### src/rtl/miss_fill_cntl.sv
// miss_fill_cntl: data-cache miss/fill sequencer.
//
// Tracks one outstanding miss (cacheable N-beat fill or noncacheable single beat)
// from request through fill. Also sequences zeroline (allocate-and-zero) fills.
// Provides a critical-word-first beat index and an ack-wait timeout.
//
// Ports:
//   clk, reset          - clock, synchronous active-high reset
//   dcu_miss_c          - C-stage miss; smu_na_st_c / req_outstanding / zeroline_c suppress start
//   zeroline_c          - zeroline request; repl_start delays it by one cycle
//   nc_xaction          - current transaction is noncacheable
//   normal_ack          - memory data ack; error_ack - memory error ack
//   miss_word_off       - missed word offset, latched at miss start
//   dc_req / miss_wait  - waiting for first ack
//   miss_idle / dc_idle - miss FSM idle / both FSMs idle
//   first/last_fill_cyc, fill_cyc_active, dc_wr_early, fill_beat_idx - RAM write controls
//   zeroline_busy / zeroline_cyc - zeroline FSM status / zero write active
//   nc_done, dc_error, timeout_err - completion and error status
module miss_fill_cntl #(
    parameter int unsigned FILL_BEATS  = 4,
    parameter int unsigned IDX_W       = 2,
    parameter bit          CWF         = 1'b1,
    parameter int unsigned TO_W        = 8,
    parameter int unsigned TIMEOUT_CYC = 200
) (
    input  logic             clk,
    input  logic             reset,
    input  logic             dcu_miss_c,
    input  logic             smu_na_st_c,
    input  logic             zeroline_c,
    input  logic             nc_xaction,
    input  logic             req_outstanding,
    input  logic             repl_start,
    input  logic             normal_ack,
    input  logic             error_ack,
    input  logic [IDX_W-1:0] miss_word_off,
    output logic             dc_req,
    output logic             miss_wait,
    output logic             miss_idle,
    output logic             dc_idle,
    output logic             first_fill_cyc,
    output logic             last_fill_cyc,
    output logic             fill_cyc_active,
    output logic             dc_wr_early,
    output logic [IDX_W-1:0] fill_beat_idx,
    output logic             zeroline_busy,
    output logic             zeroline_cyc,
    output logic             nc_done,
    output logic             dc_error,
    output logic             timeout_err
);

    localparam logic [IDX_W-1:0] LastBeat = IDX_W'(FILL_BEATS - 1);
    localparam bit               ToEn     = (TIMEOUT_CYC != 0);
    localparam logic [TO_W-1:0]  ToLast   = ToEn ? TO_W'(TIMEOUT_CYC - 1) : '0;
    localparam logic [TO_W-1:0]  ToMax    = '1;

    typedef enum logic [3:0] {
        MsIdle  = 4'b0001,
        MsReq   = 4'b0010,
        MsFill  = 4'b0100,
        MsError = 4'b1000
    } miss_state_e;

    typedef enum logic [1:0] {
        ZlIdle,
        ZlWait,
        ZlFill
    } zl_state_e;

    miss_state_e      miss_q, miss_d;
    zl_state_e        zl_q, zl_d;
    logic [IDX_W-1:0] beat_cnt_q, beat_cnt_d;
    logic [IDX_W-1:0] woff_q, woff_d;
    logic [IDX_W-1:0] zcnt_q, zcnt_d;
    logic [TO_W-1:0]  to_cnt_q, to_cnt_d;

    logic in_req, in_fill, in_zfill, ack_any, timeout, miss_start;
    logic beat_last, zcnt_last, mfill, mlast;

    always_ff @(posedge clk) begin
        if (reset) begin
            miss_q     <= MsIdle;
            zl_q       <= ZlIdle;
            beat_cnt_q <= '0;
            woff_q     <= '0;
            zcnt_q     <= '0;
            to_cnt_q   <= '0;
        end else begin
            miss_q     <= miss_d;
            zl_q       <= zl_d;
            beat_cnt_q <= beat_cnt_d;
            woff_q     <= woff_d;
            zcnt_q     <= zcnt_d;
            to_cnt_q   <= to_cnt_d;
        end
    end

    always_comb begin
        in_req     = (miss_q == MsReq);
        in_fill    = (miss_q == MsFill);
        in_zfill   = (zl_q == ZlFill);
        ack_any    = normal_ack | error_ack;
        beat_last  = (beat_cnt_q == LastBeat);
        zcnt_last  = (zcnt_q == LastBeat);
        timeout    = ToEn && (in_req || in_fill) && !ack_any && (to_cnt_q == ToLast);
        miss_start = dcu_miss_c && !zeroline_c && !smu_na_st_c && !req_outstanding
                     && (zl_q == ZlIdle);
        mfill      = ((in_req && !nc_xaction) || in_fill) && normal_ack;
        mlast      = in_fill && normal_ack && beat_last;
    end

    // Miss FSM next state
    always_comb begin
        miss_d     = miss_q;
        beat_cnt_d = beat_cnt_q;
        woff_d     = woff_q;
        to_cnt_d   = to_cnt_q;
        unique case (miss_q)
            MsIdle: begin
                if (miss_start) begin
                    miss_d     = MsReq;
                    woff_d     = miss_word_off;
                    beat_cnt_d = '0;
                    to_cnt_d   = '0;
                end
            end
            MsReq, MsFill: begin
                // Wait counter saturates rather than wrapping.
                if (ack_any) begin
                    to_cnt_d = '0;
                end else if (to_cnt_q != ToMax) begin
                    to_cnt_d = to_cnt_q + 1'b1;
                end
                if (in_req && normal_ack && nc_xaction) begin
                    miss_d = MsIdle;
                end else if (in_req && normal_ack) begin
                    miss_d     = MsFill;
                    beat_cnt_d = IDX_W'(1);
                end else if (normal_ack && beat_last) begin
                    miss_d = MsIdle;
                end else if (normal_ack) begin
                    beat_cnt_d = beat_cnt_q + 1'b1;
                end else if (error_ack || timeout) begin
                    miss_d = MsError;
                end
            end
            MsError: miss_d = MsIdle;
            default: miss_d = MsIdle;
        endcase
    end

    // Zeroline FSM next state
    always_comb begin
        zl_d   = zl_q;
        zcnt_d = zcnt_q;
        unique case (zl_q)
            ZlIdle: begin
                if (zeroline_c) begin
                    zl_d   = repl_start ? ZlWait : ZlFill;
                    zcnt_d = '0;
                end
            end
            ZlWait: begin
                zl_d   = ZlFill;
                zcnt_d = '0;
            end
            ZlFill: begin
                if (zcnt_last) begin
                    zl_d   = ZlIdle;
                    zcnt_d = '0;
                end else begin
                    zcnt_d = zcnt_q + 1'b1;
                end
            end
            default: zl_d = ZlIdle;
        endcase
    end

    always_comb begin
        dc_req          = in_req;
        miss_wait       = in_req;
        miss_idle       = (miss_q == MsIdle);
        dc_idle         = (miss_q == MsIdle) && (zl_q == ZlIdle);
        zeroline_busy   = (zl_q != ZlIdle);
        zeroline_cyc    = in_zfill;
        dc_error        = (miss_q == MsError);
        timeout_err     = timeout;
        nc_done         = in_req && normal_ack && nc_xaction;
        first_fill_cyc  = (in_req && ack_any) || (in_zfill && (zcnt_q == '0));
        fill_cyc_active = ((in_req || in_fill) && ack_any) || in_zfill;
        last_fill_cyc   = mlast || (in_zfill && zcnt_last);
        dc_wr_early     = (mfill && !mlast) || (in_zfill && !zcnt_last);
        // Zero fills never overlap miss acks, so the zeroline index takes precedence.
        if (in_zfill) begin
            fill_beat_idx = zcnt_q;
        end else if (in_req || in_fill) begin
            fill_beat_idx = CWF ? (woff_q + beat_cnt_q) : beat_cnt_q;
        end else begin
            fill_beat_idx = '0;
        end
    end

endmodule

### config.mk
export PLATFORM = sky130hd
export DESIGN_NAME = miss_fill_cntl
export DESIGN_NICKNAME = d
export VERILOG_FILES = /design/src/rtl/miss_fill_cntl.sv
export SDC_FILE = /design/constraint.sdc
export NUM_CORES = 1
export LEC_CHECK = 0
export ABC_CLOCK_PERIOD_IN_PS = 3200
export CAP_MARGIN = 20
export CORE_MARGIN = 2
export CORE_UTILIZATION = 35
export CTS_CLUSTER_DIAMETER = 50
export DETAILED_ROUTE_END_ITERATION = 8
export HOLD_SLACK_MARGIN = 0.15
export PLACE_DENSITY = 0.67
export SETUP_SLACK_MARGIN = 0.3
export SLEW_MARGIN = 40
export SYNTH_ARGS = -nofsm -noshare
export SYNTH_HDL_FRONTEND = slang
export SYNTH_SLANG_ARGS = --single-unit
### constraint.sdc
create_clock -name clk -period 3.2 [get_ports clk]
set_input_delay 0.8 -clock clk [delete_from_list [all_inputs] [get_ports clk]]
set_output_delay 0.8 -clock clk [all_outputs]
set_load 0.01 [all_outputs]
==> flow_summary.toml, run 1 <==
[status]
status = "complete, no violations"

[power]
total_power_uw = 592.6
power_frac_clock_pct = 42.9
p_leak_nw = 0.6798
p_sw_share_pct = 22.32
ir_drop_mv = 0.2725
p_sw_uw = 132.3
power.density_nw_per_um2 = 348.8
intPower_uw = 460.3
seqPwrFrac_pct = 43.9
power_frac_comb_pct = 13.2

[place]
dp_hpwl_um = 2361
portBuffers = 26
dp_slack_ps = 167.9
gp_congestion = 0.8437

[clock_network]
htreeDepth = 1
cts_tree = "built"
cts_buffer_depth = 2
path_clk_slew_ps = 80
ctsRootBufferMaster = "clkbuf_8"
insertion_delay_ps = 260
cts_buffers = 3
clock_sinks = 20

[global_routing]
track_usage_pct = 15.30
grt_antenna_before_repair = 0
overflow = 0
first_global_vias = 1168
grt_pass1_wl_um = 5112
grt_max_degree = 14

[sta]
max_freq_mhz = 354.9
finalHoldViolations = 0
grt_setup_unrepaired = "true"
slew_headroom_pct = 64.80
setup_ws_ps = 382.5
period_minus_slack_ps = 2817
finalHoldWorstSlack_ps = 508.2
tightest_slew_ps = 526.4
tns_ps = 0
slew_violations = 0
skew_ps = 10.38
finalSetupViolations = 0
fin_crit_sh_pct = 88.05

[final_layout]
syn_to_final_growth_pct = 31.33
drive_gt1_share_pct = 15.22
nNetsFinal = 202
antenna_cells = 0
final_cell_mix = "nor2_1 (21), clkdlybuf4s50_1 (21), dfxtp_1 (18)"

[die]
ios = 27
initial_core_util_pct = 35.88
die_area_um2 = 4199
die_w_um = 64.80
placementRows = 22
fp.dieH_um = 64.80
core_area_um2 = 3606

[run]
cap_violations = 0

[drt]
drtIter0Drc = 79
vias = 1185
firstDrtPassIters = 4
wl_per_cell_um = 13.15
vias_per_cell = 5.108
postRouteAntennaNets = 0
drt_wl_total_um = 3050
drc_errors = 0

[yosys]
async_flop_share_pct = 0
ys_seq_area_share_pct = 30.95
synth_ff_type = "dfxtp_1"
syn_nets = 171
synth-edff-count = 0
yosys_warnings = 0
synthesis.area_um2 = 1294
avgSynthCellArea_um2 = 8.401
synth-seq-cells = 20
syn_inst = 154
synth_cell_type_count = 44

[worst_setup_path]
end_kind = "primary output"
criticalPathCategory = "primary input to primary output"
cp_max_fo = 6
worstPathArrival_ps = 2020
start_kind = "primary input"
crit_required_ps = 2400

[hold_path]
hold_path.class = "flop to flop"
[cell families (layout without fill, tap and decap cells)]
logic type | after synthesis | in the layout | share of synthesized area (%)
AOI/OAI and AO/OA | 33 | 33 | 19.44
adders and majority gates | 5 | 5 | 4.836
and+or+nand+nor | 69 | 69 | 30.56
DFF | 20 | 20 | 30.95
xor gates and xnor gates | 9 | 9 | 6.093
buffers and inverters | 15 | 45 | 5.803
muxes | 3 | 3 | 2.321
[cell type report]
class	instances	area, um^2
repair buffers	32	302.8
inverters	9	33.78
well taps	48	60.06
multi-input cells	119	828.3
clock inverters	1	30.03
flip-flops and latches	20	402.9
clock buffers	3	41.29
fillers	360	1907
[state kept, by name (all words and copies together) (netlist names)]
register / flops
to_cnt_q: 8
miss_q: 4
beat_cnt_q: 2
zl_q: 2
woff_q: 2
zcnt_q: 2
[critical path, cell delays in order]
cell and delay [ps]:
dlygate4sd2_1 350, and4_1 260, a21o_1 90, clkdlybuf4s50_1 520
[power by group through the flow]
stage               Sequential [mW]  Combinational (mW)  Clock, mW
finish                        0.260              0.0780      0.254
detailed placement            0.266              0.0814          0
global placement              0.266              0.0806          0
global route                  0.262              0.0861      0.269
CTS                           0.260              0.0787      0.261
floorplan                     0.263              0.0429          0
[synthesized netlist by cell type (5+ instances only)]
master / count / area (um^2)
nand3_1: 8 / 40.04
nor2_1: 22 / 82.58
nand2_1: 10 / 37.54
a21oi_1: 6 / 30.03
xnor2_1: 8 / 70.07
dfxtp_1: 20 / 400.4
nor3_1: 5 / 25.02
ha_1: 5 / 62.56
inv_1: 9 / 33.78
o21ai_0: 6 / 30.03
[layer usage]
metal,track usage (%),up-vias,part of all wire (%)
met5,0,-,0
met4,1.596,0,0.26
met3,3.819,2,2.8
met2,26.42,14,49
met1,19.81,555,48
li1,-,614,-
[stage by stage]
stage | std cells | instance area (um^2) | utilization, %
2_1_floorplan | 154 | 1294 | -
3_3_place_gp | 227 | 1610 | 44.66
3_5_place_dp | 227 | 1610 | 44.66
4_1_cts | 232 | 1687 | 46.77
5_1_grt | 232 | 1699 | 47.12
6_report | 232 | 1699 | 47.12
[final timing paths]
check,startpoint,to,slack [ps],cells past startpoint
worst max register to register,miss_q[3],to_cnt_q[7],1300,5
worst min-delay path,beat_cnt_q[1],beat_cnt_q[1],510,2
worst max-delay path,normal_ack,last_fill_cyc,380,4
worst min register to register,beat_cnt_q[1],beat_cnt_q[1],510,2
[timing repair]
item                                    4_1_cts  5_1_grt
buffers inserted                              1        0
pin swaps                                     1        0
hold buffers                                  0        0
endpoints found under the setup margin        7        3
resized for setup                             5        5
Power figures use the tool's default switching activity.
==> inputs of run 2 (changes only) <==
--- a/config.mk
+++ b/config.mk
@@ -12,2 +12,3 @@
 export CTS_CLUSTER_DIAMETER = 50
+export CTS_CLUSTER_SIZE = 12
 export DETAILED_ROUTE_END_ITERATION = 8
==> constraint.sdc (replaced) <==
create_clock -name clk -period 3.2 [get_ports clk]
set_input_delay 0.48 -clock clk [delete_from_list [all_inputs] [get_ports clk]]
set_output_delay 0.48 -clock clk [all_outputs]
set_load 0.01 [all_outputs]
==> run 2 against run 1 <==
- core utilization is 1.1 points lower
- count of clock-buffer cells in the layout stayed put
- power is 0.85% higher
- global-route usage is 0.87 points higher
- hold slack worse by 9.5 ps
- final cell count is 2.2% lower
- combinational power is 0.9% higher
- clock skew is 1.9 ps higher
- design area is 2.4% lower
- non-clock buffer count is 5 lower
- die area stayed put
- sequential share of layout area is 0.42 points higher
- critical path type is now flop to primary output
- highest routed layer unchanged
==> flow_summary.toml, run 2 (synthesis results as in run 1) <==
[status]
status = "complete, no violations"

[power]
power_frac_clock_pct = 43.3
power.density_nw_per_um2 = 360.2
seqPwrFrac_pct = 43.6
power_frac_comb_pct = 13.2
p_sw_share_pct = 22.75
ir_drop_mv = 0.1834
intPower_uw = 461.7
p_sw_uw = 136.0
p_leak_nw = 0.6278
total_power_uw = 597.6

[drt]
drt_wl_total_um = 3108
postRouteAntennaNets = 0
drtIter0Drc = 79
vias = 1194
firstDrtPassIters = 5
drc_errors = 0
wl_per_cell_um = 13.69
vias_per_cell = 5.260

[place]
gp_congestion = 0.8344
dp_slack_ps = 633.1
dp_hpwl_um = 2344
portBuffers = 26
dp.cells = 223
dpl-instance-area_um2 = 1580

[clock_network]
ctsRootBufferMaster = "clkbuf_8"
cts_buffers = 3
cts_buffer_depth = 2
path_clk_slew_ps = 90
htreeDepth = 1
cts_hold_buffers = 0
insertion_delay_ps = 270
clock_sinks = 20
cts_tree = "built"

[sta]
tns_ps = 0
grt_setup_unrepaired = "false"
fin_crit_sh_pct = 87.00
finalHoldViolations = 0
setup_ws_ps = 415.9
finalHoldWorstSlack_ps = 498.6
period_minus_slack_ps = 2784
tightest_slew_ps = 524.4
finalSetupViolations = 0
max_freq_mhz = 359.2
slew_violations = 0
slew_headroom_pct = 64.78
skew_ps = 12.32

[worst_setup_path]
r2r-start = "miss_q[1]"
crit_required_ps = 2720
reg2reg_depth = 5
rr_endpoint = "to_cnt_q[6]"
cp-endpoint = "fill_beat_idx[1]"
criticalPathCategory = "flop to primary output"
setup.worst_path.start = "miss_q[2]"
cp_max_fo = 12
reg2reg_slack_ps = 1190
worstPathArrival_ps = 2300
end_kind = "primary output"
start_kind = "flop"

[final_layout]
largest_reg_flops = 8
top_regs = "to_cnt_q: 8 flops, miss_q: 4 flops"
final_common_cell = "clkdlybuf4s50_1"
nNetsFinal = 197
final_cell_mix = "clkdlybuf4s50_1 (26), nor2_1 (22), dfxtp_1 (20)"
drive_gt1_share_pct = 10.06
regMostFlops = "to_cnt_q"
stdcell_area_um2 = 1659
utilization_pct = 46.01
antenna_cells = 0
syn_to_final_growth_pct = 28.24
layoutNonFillerInstCount = 227

[die]
fp.dieH_um = 64.80
initial_core_util_pct = 35.88
ios = 27
core_area_um2 = 3606
die_w_um = 64.80
die_area_um2 = 4199
placementRows = 22

[global_routing]
track_usage_pct = 16.17
grt_max_degree = 14
overflow = 0
grt_pass1_wl_um = 5354
first_global_vias = 1172
grt_antenna_before_repair = 0

[hold_path]
hold-path-cell-count = 2
hold_path.class = "flop to flop"

[run]
cap_violations = 0
[run 2: what timing repair did]
item / CTS / global route
endpoints found under the setup margin: 0 / 3
resized for setup: 0 / 1
buffers inserted: 0 / 0
[run 2: per-layer routing]
layer | global-route usage, % | wire, um | part of all wire, % | up-vias
met5 | 0 | 0 | 0 | -
met4 | 3.989 | 34 | 1.1 | 0
met3 | 4.167 | 122 | 3.9 | 6
met2 | 27.06 | 1558 | 50 | 28
met1 | 20.64 | 1393 | 45 | 555
li1 | - | - | - | 605
[run 2: final cells by class]
cell class	instances	area [um^2]
Timing Repair Buffer	27	267.8
Inverter	9	33.78
Multi-Input combinational cell	119	825.8
Clock buffer	3	41.29
Fill cell	351	1947
Clock inverter	1	30.03
Tap cell	48	60.06
Sequential cell	20	400.4
[run 2: how the worst min path moves through the flow]
stage                     to  slack [ps]          start
2_1_floorplan  beat_cnt_q[1]         470  beat_cnt_q[1]
3_3_place_gp   beat_cnt_q[1]         490  beat_cnt_q[1]
3_5_place_dp   beat_cnt_q[1]         490  beat_cnt_q[1]
5_1_grt        beat_cnt_q[1]         550  beat_cnt_q[1]
6_report       beat_cnt_q[1]         500  beat_cnt_q[1]
4_1_cts        beat_cnt_q[1]         500  beat_cnt_q[1]
[run 2: worst max-delay path: stages (launching register included)]
cell and delay (ps):
dfxtp_1 510, nor2b_1 470, o21ai_4 210, o31ai_1 270, clkdlybuf4s50_1 570
[run 2: power groups by stage]
stage / Clock, mW / Sequential [mW] / Combinational (mW)
floorplan: 0 / 0.263 / 0.0429
detailed placement: 0 / 0.266 / 0.0788
global placement: 0 / 0.266 / 0.0779
CTS: 0.263 / 0.260 / 0.0793
global route: 0.276 / 0.262 / 0.0865
finish: 0.258 / 0.260 / 0.0787
